--- src/rtl/sc_pkg.sv ---
// Shared single-cycle-processor datapath definitions: word/address widths and types
// used by the register file, the ALU and the ALUSrc mux.
package sc_pkg;
  localparam int DATA_W = 32;
  localparam int ADDR_W = 5;

  typedef logic [ADDR_W-1:0] reg_addr_t;
  typedef logic [DATA_W-1:0] word_t;

  localparam reg_addr_t REG_ZERO = '0;
endpackage

--- src/rtl/sc_regfile_read_port.sv ---
// One combinational register-file read port: index, r0 zero-forcing and, when
// SC_REGFILE_BYPASS_EN is defined, write-through bypass from the write port.
module sc_regfile_read_port
  import sc_pkg::*;
#(
  parameter int DATA_W   = sc_pkg::DATA_W,
  parameter int ADDR_W   = sc_pkg::ADDR_W,
  parameter int NUM_REGS = 2 ** ADDR_W
) (
  input  logic [DATA_W-1:0] regs [NUM_REGS],
  input  logic [ADDR_W-1:0] raddr,
  input  logic              we,
  input  logic [ADDR_W-1:0] waddr,
  input  logic [DATA_W-1:0] wdata,
  output logic [DATA_W-1:0] rdata
);

`ifndef SC_REGFILE_BYPASS_EN
  // Write-port inputs only matter to the bypass build.
  logic unused_write_port;
  assign unused_write_port = &{1'b0, we, waddr, wdata};
`endif

  always_comb begin
    rdata = regs[raddr];
`ifdef SC_REGFILE_BYPASS_EN
    if (we && (waddr != ADDR_W'(REG_ZERO)) && (waddr == raddr)) begin
      rdata = wdata;
    end
`endif
    if (raddr == ADDR_W'(REG_ZERO)) begin
      rdata = '0;
    end
  end

endmodule

--- src/rtl/sc_register_file.sv ---
// Architectural register file for the single-cycle datapath: two combinational read
// ports, one write port, r0 hardwired to zero, saturating committed-write counter.
// Optional write-through bypass on the read ports: define SC_REGFILE_BYPASS_EN.
module sc_register_file
  import sc_pkg::*;
#(
  parameter int DATA_W   = sc_pkg::DATA_W,
  parameter int ADDR_W   = sc_pkg::ADDR_W,
  parameter int NUM_REGS = 2 ** ADDR_W,
  parameter int CNT_W    = 16
) (
  input  logic              clk,
  input  logic              rst_n,
  input  logic              we,
  input  logic [ADDR_W-1:0] waddr,
  input  logic [DATA_W-1:0] wdata,
  input  logic [ADDR_W-1:0] raddr_a,
  input  logic [ADDR_W-1:0] raddr_b,
  output logic [DATA_W-1:0] rdata_a,
  output logic [DATA_W-1:0] rdata_b,
  output logic [CNT_W-1:0]  wr_count
);

  logic [DATA_W-1:0]   reg_file_reg [NUM_REGS];
  logic [NUM_REGS-1:0] wr_sel;
  logic                commit;
  logic [CNT_W-1:0]    wr_count_reg;

  // Writes to r0 never commit, so r0 storage stays at its reset value of zero.
  assign commit = we && (waddr != ADDR_W'(REG_ZERO));

  generate
    for (genvar gi = 0; gi < NUM_REGS; gi++) begin : g_wr_sel
      assign wr_sel[gi] = commit && (waddr == ADDR_W'(gi));
    end
  endgenerate

  always_ff @(posedge clk or negedge rst_n) begin
    if (!rst_n) begin
      for (int i = 0; i < NUM_REGS; i++) begin
        reg_file_reg[i] <= '0;
      end
    end else begin
      for (int i = 0; i < NUM_REGS; i++) begin
        if (wr_sel[i]) begin
          reg_file_reg[i] <= wdata;
        end
      end
    end
  end

  always_ff @(posedge clk or negedge rst_n) begin
    if (!rst_n) begin
      wr_count_reg <= '0;
    end else if (commit && (wr_count_reg != {CNT_W{1'b1}})) begin
      wr_count_reg <= wr_count_reg + 1'b1;
    end
  end

  assign wr_count = wr_count_reg;

  sc_regfile_read_port #(
    .DATA_W   (DATA_W),
    .ADDR_W   (ADDR_W),
    .NUM_REGS (NUM_REGS)
  ) u_port_a (
    .regs  (reg_file_reg),
    .raddr (raddr_a),
    .we    (we),
    .waddr (waddr),
    .wdata (wdata),
    .rdata (rdata_a)
  );

  sc_regfile_read_port #(
    .DATA_W   (DATA_W),
    .ADDR_W   (ADDR_W),
    .NUM_REGS (NUM_REGS)
  ) u_port_b (
    .regs  (reg_file_reg),
    .raddr (raddr_b),
    .we    (we),
    .waddr (waddr),
    .wdata (wdata),
    .rdata (rdata_b)
  );

endmodule

--- config.mk ---
export PLATFORM = sky130hd
export DESIGN_NAME = sc_register_file
export DESIGN_NICKNAME = d
export VERILOG_FILES = /design/src/rtl/sc_pkg.sv /design/src/rtl/sc_regfile_read_port.sv /design/src/rtl/sc_register_file.sv
export SDC_FILE = /design/constraint.sdc
export NUM_CORES = 2
export LEC_CHECK = 0
export ABC_AREA = 1
export BUFFER_PORTS_ARGS = -buffer_cell sky130_fd_sc_hd__buf_2
export CAP_MARGIN = 25
export CORE_MARGIN = 1.5
export CORE_UTILIZATION = 58
export DETAILED_ROUTE_END_ITERATION = 8
export HOLD_SLACK_MARGIN = 0.02
export PLACE_DENSITY = 0.76
export SLEW_MARGIN = 25
export SYNTH_ARGS = -nofsm -noshare
export SYNTH_HDL_FRONTEND = slang
export SYNTH_HIERARCHICAL = 1
export SYNTH_SLANG_ARGS = --single-unit
--- constraint.sdc ---
create_clock -name clk -period 1.7 [get_ports clk]
set_clock_uncertainty 0.05 [all_clocks]
set_input_delay 0 -clock clk [delete_from_list [all_inputs] [get_ports clk]]
set_output_delay 0 -clock clk [all_outputs]
set_load 0.005 [all_outputs]
# Yosys cells after proc, flatten, opt, wreduce, memory -nomap -nowiden
# Index checks and enable logic that the tools add are counted.
dict set report op_classes {
  addsub 1
  n_mul 0
  div 0
  magnitude_cmp 2
  n_eq_ne 32
  n_shift 0
  muxes 8
  bitwise 2
  reduce_logical 38
}
# operator count
set ops {}
lappend ops {{32-bit binary-select mux with 5-bit select} 2}
lappend ops {{32-bit 2-to-1 mux} 6}
lappend ops {{5-bit equality test, second input constant} 16}
lappend ops {{5-bit by 4-bit equality test with 1-bit output, second input constant} 8}
lappend ops {{1-bit logical AND} 34}
lappend ops {{5-bit by 3-bit equality test with 1-bit output, second input constant} 4}
lappend ops {{16-bit by 1-bit adder with 16-bit output, second input constant} 1}
lappend ops {{16-bit != test, second input constant} 1}
lappend ops {{5-bit zero test} 3}
lappend ops {{6-bit greater-or-equal comparator, second input constant} 2}
lappend ops {{5-bit inverter with 6-bit output} 2}
lappend ops {{5-bit by 2-bit equality test with 1-bit output, second input constant} 2}
lappend ops {{5-bit by 1-bit equality test with 1-bit output, second input constant} 1}
lappend ops {{5-bit nonzero test} 1}
dict set report totals {
  ff_bits 1040
  latch_bits 0
  ram_bits 0
  rom_bits 0
  in_bits 50
  out_inout_bits 80
  wordCells 116
  n_memories 0
}

# Longest topological paths before layout
dict set report depth {
  word_depth 5
  depth_mapped 12
  depth_no_buf 9
}

# Modules after synthesis
# The synthesis kept the hierarchy.
# mod n_inst cells_each area_per_inst_um2 seq_area_each_um2
set modules_own_cells {}
lappend modules_own_cells {sc_register_file 1 3549 37189.4 26025.0}
lappend modules_own_cells {sc_regfile_read_port 2 2464 10737.8 0.0}

# Least setup slack after synthesis
# No wires, ideal clock.
dict set report synth_path {
  kind {reg2reg}
  start {reg wr_count_reg[0] (netlist: wr_count[0])}
  end {reg wr_count_reg[0] (netlist: wr_count[0])}
  setup_time_ns 0.117
  t_arrival_ns 1.559
  required_time_ns 1.533
  setup_slack_ns -0.026
  path_stages_with_launch 10
  path_buffers 1
  synth_period_minus_slack_ns 1.726
  cell_sequence {dfrtp_1 -> ha_1 -> nand3_1 -> inv_1 -> nand2_1 -> o21ai_2 -> inv_1 -> clkbuf_1 -> nand2_1 -> nand2_1}
}
dict set report synth_between {
  elab_chain_len 2
  word_cells_on_any_way 3
  cone_classes {add/sub: 1; eq/ne: 1; reduce/logical: 1}
}
# element line
set synth_rtl {}
lappend synth_rtl {{start, declared} sc_register_file.sv:27} ;# logic [CNT_W-1:0] wr_count_reg;
lappend synth_rtl {{start signal, assigned} sc_register_file.sv:56} ;# wr_count_reg <= wr_count_reg + 1'b1;
lappend synth_rtl {{parallel branches: the longest is 2 deep, another holds 16-bit by 1-bit adder with 16-bit output} -}
# Parallel ways; which one is timed is not known.
# A chain may end at the register's enable or synchronous reset.

# Worst setup path after layout
dict set report layout_path {
  start {reg reg_file_reg[219] (netlist bit)}
  end {out rdata_b[27]}
}
dict set report layout_between {
  elab_chain_len 4
}
# element line
set layout_rtl {}
lappend layout_rtl {{start, declared} sc_register_file.sv:24} ;# logic [DATA_W-1:0] reg_file_reg [NUM_REGS];
lappend layout_rtl {{start signal, assigned by index} sc_register_file.sv:46} ;# reg_file_reg[i] <= wdata;
lappend layout_rtl {{32-bit binary-select mux with 5-bit select} sc_regfile_read_port.sv:25} ;# rdata = regs[raddr];
lappend layout_rtl {{32-bit 2-to-1 mux (implied by the code) (2 in a row)} sc_regfile_read_port.sv:25}
lappend layout_rtl {{32-bit 2-to-1 mux} sc_regfile_read_port.sv:31} ;# if (raddr == ADDR_W'(REG_ZERO)) begin
lappend layout_rtl {{end, declared} sc_register_file.sv:20} ;# output logic [DATA_W-1:0] rdata_b,
# Every way passes these cells. The select of a mux whose other input is x is not followed.

==> summary.txt <==
Outcome
  • Run status: complete, but fails checks
  • Violated checks: setup timing

Floorplan
  • Core area: 100000 um^2
  • Die area: 103000 um^2
  • I/O pin count: 130
  • DIE HEIGHT: roughly 320 um
  • Row cnt: 116
  • Starting Density: 0.586
  • Die width: approximately 320 um

Routing
  • Met2 wire len: 95.1 mm
  • First-pass DRT Iterations: 9
  • WL met3: between 30 and 40 mm
  • Final wirelength: 223 mm
  • WL/cell: 22.5 um
  • Iter 0 DRT Violations: ~9600
  • Routed Antenna Nets: 0
  • Vias/cell: 6.31
  • DR vias: about 63000
  • # DRC: 0
  • Met1 WL: 80.2 mm
  • Highest metal used: met5

Setup path
  • Worst setup EP type: output port
  • Crit Path Category: flop to output port
  • Data required, critical path: 1.65 ns
  • Max stage delay on crit path: around 0.37 ns
  • Critical path, cell by cell: nand2_1 -> nand3_1 -> nand3_1 -> nand2_1 -> nand2_1 -> nand3_2 -> nand2_4 -> nor2_4 -> buf_6
  • Slowest-stage cell, CP: dfrtp_1
  • Most frequent CP cell: nand2_1
  • Startpoint types: flop
  • CP Max Fanout: 3
  • Critical path arrival: 2.08 ns

Power
  • Worst IR Drop VDD: 0.000906 V
  • Power Dens Cells: 1100 nW/um^2
  • Leakage power: between 0.03 and 0.04 uW

Placement
  • Final GP Congestion: 0.919
  • DP HPWL: around 130 mm
  • Port buffer count: 129

STA
  • Slew headroom: 0.273
  • Final Cycle Share: 1.25
  • Final Hold Viols: 0
  • Final Slew Violations: 0
  • RSZ-0062 raised after global routing: true
  • FMAX: 470 MHz
  • Worst hold margin: 0.0129 ns
  • Fin crit period: 2.13 ns
  • Final WS setup: -0.428 ns
  • Slew @ Worst Pin: about 1.1 ns
  • Setup-failing EPs final: 65

Synth
  • Adder-Cell Fraction of Synth Area: 0.000213
  • Synth area leader: dfrtp_1
  • Netlist cell types: 26
  • Yosys top cell area share: 0.444
  • Post-Syn Area: ~59000 um^2
  • Largest family of logic cells by synthesized area: simple AND/OR/NAND/NOR gates
  • Top_reg_cell synth: dfrtp_1
  • Ys async rst share: 1.00
  • Post-synthesis simple-gate area fraction: 0.381
  • Sequential share of the synthesized area: 0.444
  • Synth Register Bits: 1040
  • Post-synthesis cell count: 8477
  • Xor/xnor cell area share of the yosys netlist: 0.00105
  • Post-synthesis compound-gate area fraction: 0.102
  • Top cells by area, synth: dfrtp_1 (44%), nand2_1 (23%), nand3_1 (12%)
  • Ys Warns: 6
  • Fraction of synthesized area in multiplexers: 0
  • Syn Area/Cell: 6.92 um^2
  • Number of flops mapped to enable cells by yosys: 0
  • Syn Nets: 8528

Finish
  • Area Growth Syn to Fin: 18.6%
  • Net count reported at finish: 8565
  • Post-layout util: 0.695
  • Max FFs per register: between 1000 and 1500
  • Fillers: 7990
  • Share of cells above drive strength 1: 0.145

Min path
  • Worst hold-check path type: input port to flop

CTS
  • Clock Pin Slew Worst Setup and Hold Paths: 0.07 ns
  • CTS Buffer Depth: 3
  • TritonCTS clock tree: done
  • Clock Latency Late Sink: roughly 0.73 ns
  • Sink Count: 1040
  • CTS Buf Count: roughly 110
  • H-tree levels: 3
  • Root Driver: clkbuf_16

Global routing
  • Gr ovfl total: 0
  • First-pass GRT wire length: 340 mm
  • All-Layer GR Usage: 0.421
  • Initial antenna violation count: 3
  • Vias in the first global route: 58936
  • Largest net degree at the start of global routing: 116

Flow run
  • Max_cap viols: 0
-- synth_stat cells, drive strengths merged (2+ instances only) --
library cell and n:
nand2 3567, nand3 1401, o21ai 1146, dfrtp 1040, nor2 451, buf 444, clkbuf 316, inv 61
o21a 32, xnor2 6, nand4 5, a21oi 4, nor3 2
-- path summary, 6_finish.rpt --
path	startpoint	to	slack, ns	cells past startpoint
max	reg_file_reg[219]$_DFFE_PN0P_	rdata_b[27]	-0.43	9
min	waddr[0]	reg_file_reg[508]$_DFFE_PN0P_	0.01	7
max reg2reg	wr_count[0]$_DFFE_PN0P_	wr_count[9]$_DFFE_PN0P_	0.07	8
min reg2reg	reg_file_reg[1000]$_DFFE_PN0P_	reg_file_reg[1000]$_DFFE_PN0P_	0.35	0
max in group asynchronous	rst_n	reg_file_reg[271]$_DFFE_PN0P_	0.23	5
min in group asynchronous	rst_n	reg_file_reg[234]$_DFFE_PN0P_	0.19	3
-- layout by cell type, fill, tap and decap left out, types with 6 or more instances in the layout --
cell           instances
o21ai_1              140
nor2_4                49
nand2_1             3448
nand2_2              101
buf_6                 28
clkinv_2              15
nor2_2                78
buf_4                330
dlygate4sd3_1         41
dfrtp_1             1036
nand2_4               18
buf_12               178
clkbuf_16            113
clkbuf_8              36
o21ai_0             1005
clkbuf_1              25
bufinv_16             15
nand3_4               28
o21a_1                32
inv_2                  6
xnor2_1                6
buf_2                 98
nand3_2              128
inv_1                 46
nor2_1               324
nand3_1             1245
-- metrics by stage --
stage / worst slack, ns / area (um^2) / setup TNS, ns / std cells / power [uW]
after CTS: -0.411 / 68300 / -118.46 / 9850 / 75300
after global routing: -0.511 / 69600 / -26.77 / 9909 / 80000
after global placement: -0.350 / 62700 / -136.89 / 9567 / 47100
after detailed placement: -0.381 / 62700 / -149.74 / 9567 / 47800
after floorplan: 0.00923 / 58700 / 0 / 8477 / 42300
final: -0.428 / 69600 / -20.99 / 9911 / 76700
-- timing repair --
| action | 4_1_cts | 5_1_grt |
|---|---|---|
| buffers inserted | 38 | 63 |
| endpoints found under the setup margin | 64 | 1062 |
| endpoints found under the hold margin | 2032 | 4 |
| resized for setup | 283 | 253 |
| hold buffers | 42 | 1 |
| pin swaps | 268 | 229 |
-- per-layer routing --
layer / track usage / up-vias
li1: - / 27570
met1: 0.547 / 29060
met2: 0.634 / 4839
met3: 0.108 / 1089
met4: 0.255 / 4
met5: 0 / -
-- cell type report --
cell class                      instances  area, um^2  share of cell area
Sequential cell                      1040       26000               0.374
Timing Repair Buffer                  682        7360               0.106
Tap cell                             1298        1620              0.0233
Antenna cell                            3        7.51            0.000108
Clock inverter                         37         653             0.00939
Multi-Input combinational cell       6616       30200               0.434
Inverter                               61         312             0.00448
Clock buffer                          174        3420              0.0491
-- logic make-up after synthesis --
family,after synthesis
AND/OR/NAND/NOR,5426
buffers and inverters,821
flip-flops,1040
XOR/XNOR,7
adder cells (fa/ha/maj),1
AO/OA/AOI/OAI,1182
-- power breakdown --
part / internal, uW / switching (uW)
Clock: 16100 / 10900
Sequential: 29300 / 3810
Combinational: 6720 / 9860
Total: 52100 / 24600
-- critical path, delay by kind of cell, from the launching register on --
family / cells / cell delay, ns
flops: 1 / 0.37
simple gates: 8 / 0.84
buf+inv: 1 / 0.14
Note: power is estimated with default switching activity, not from simulation.
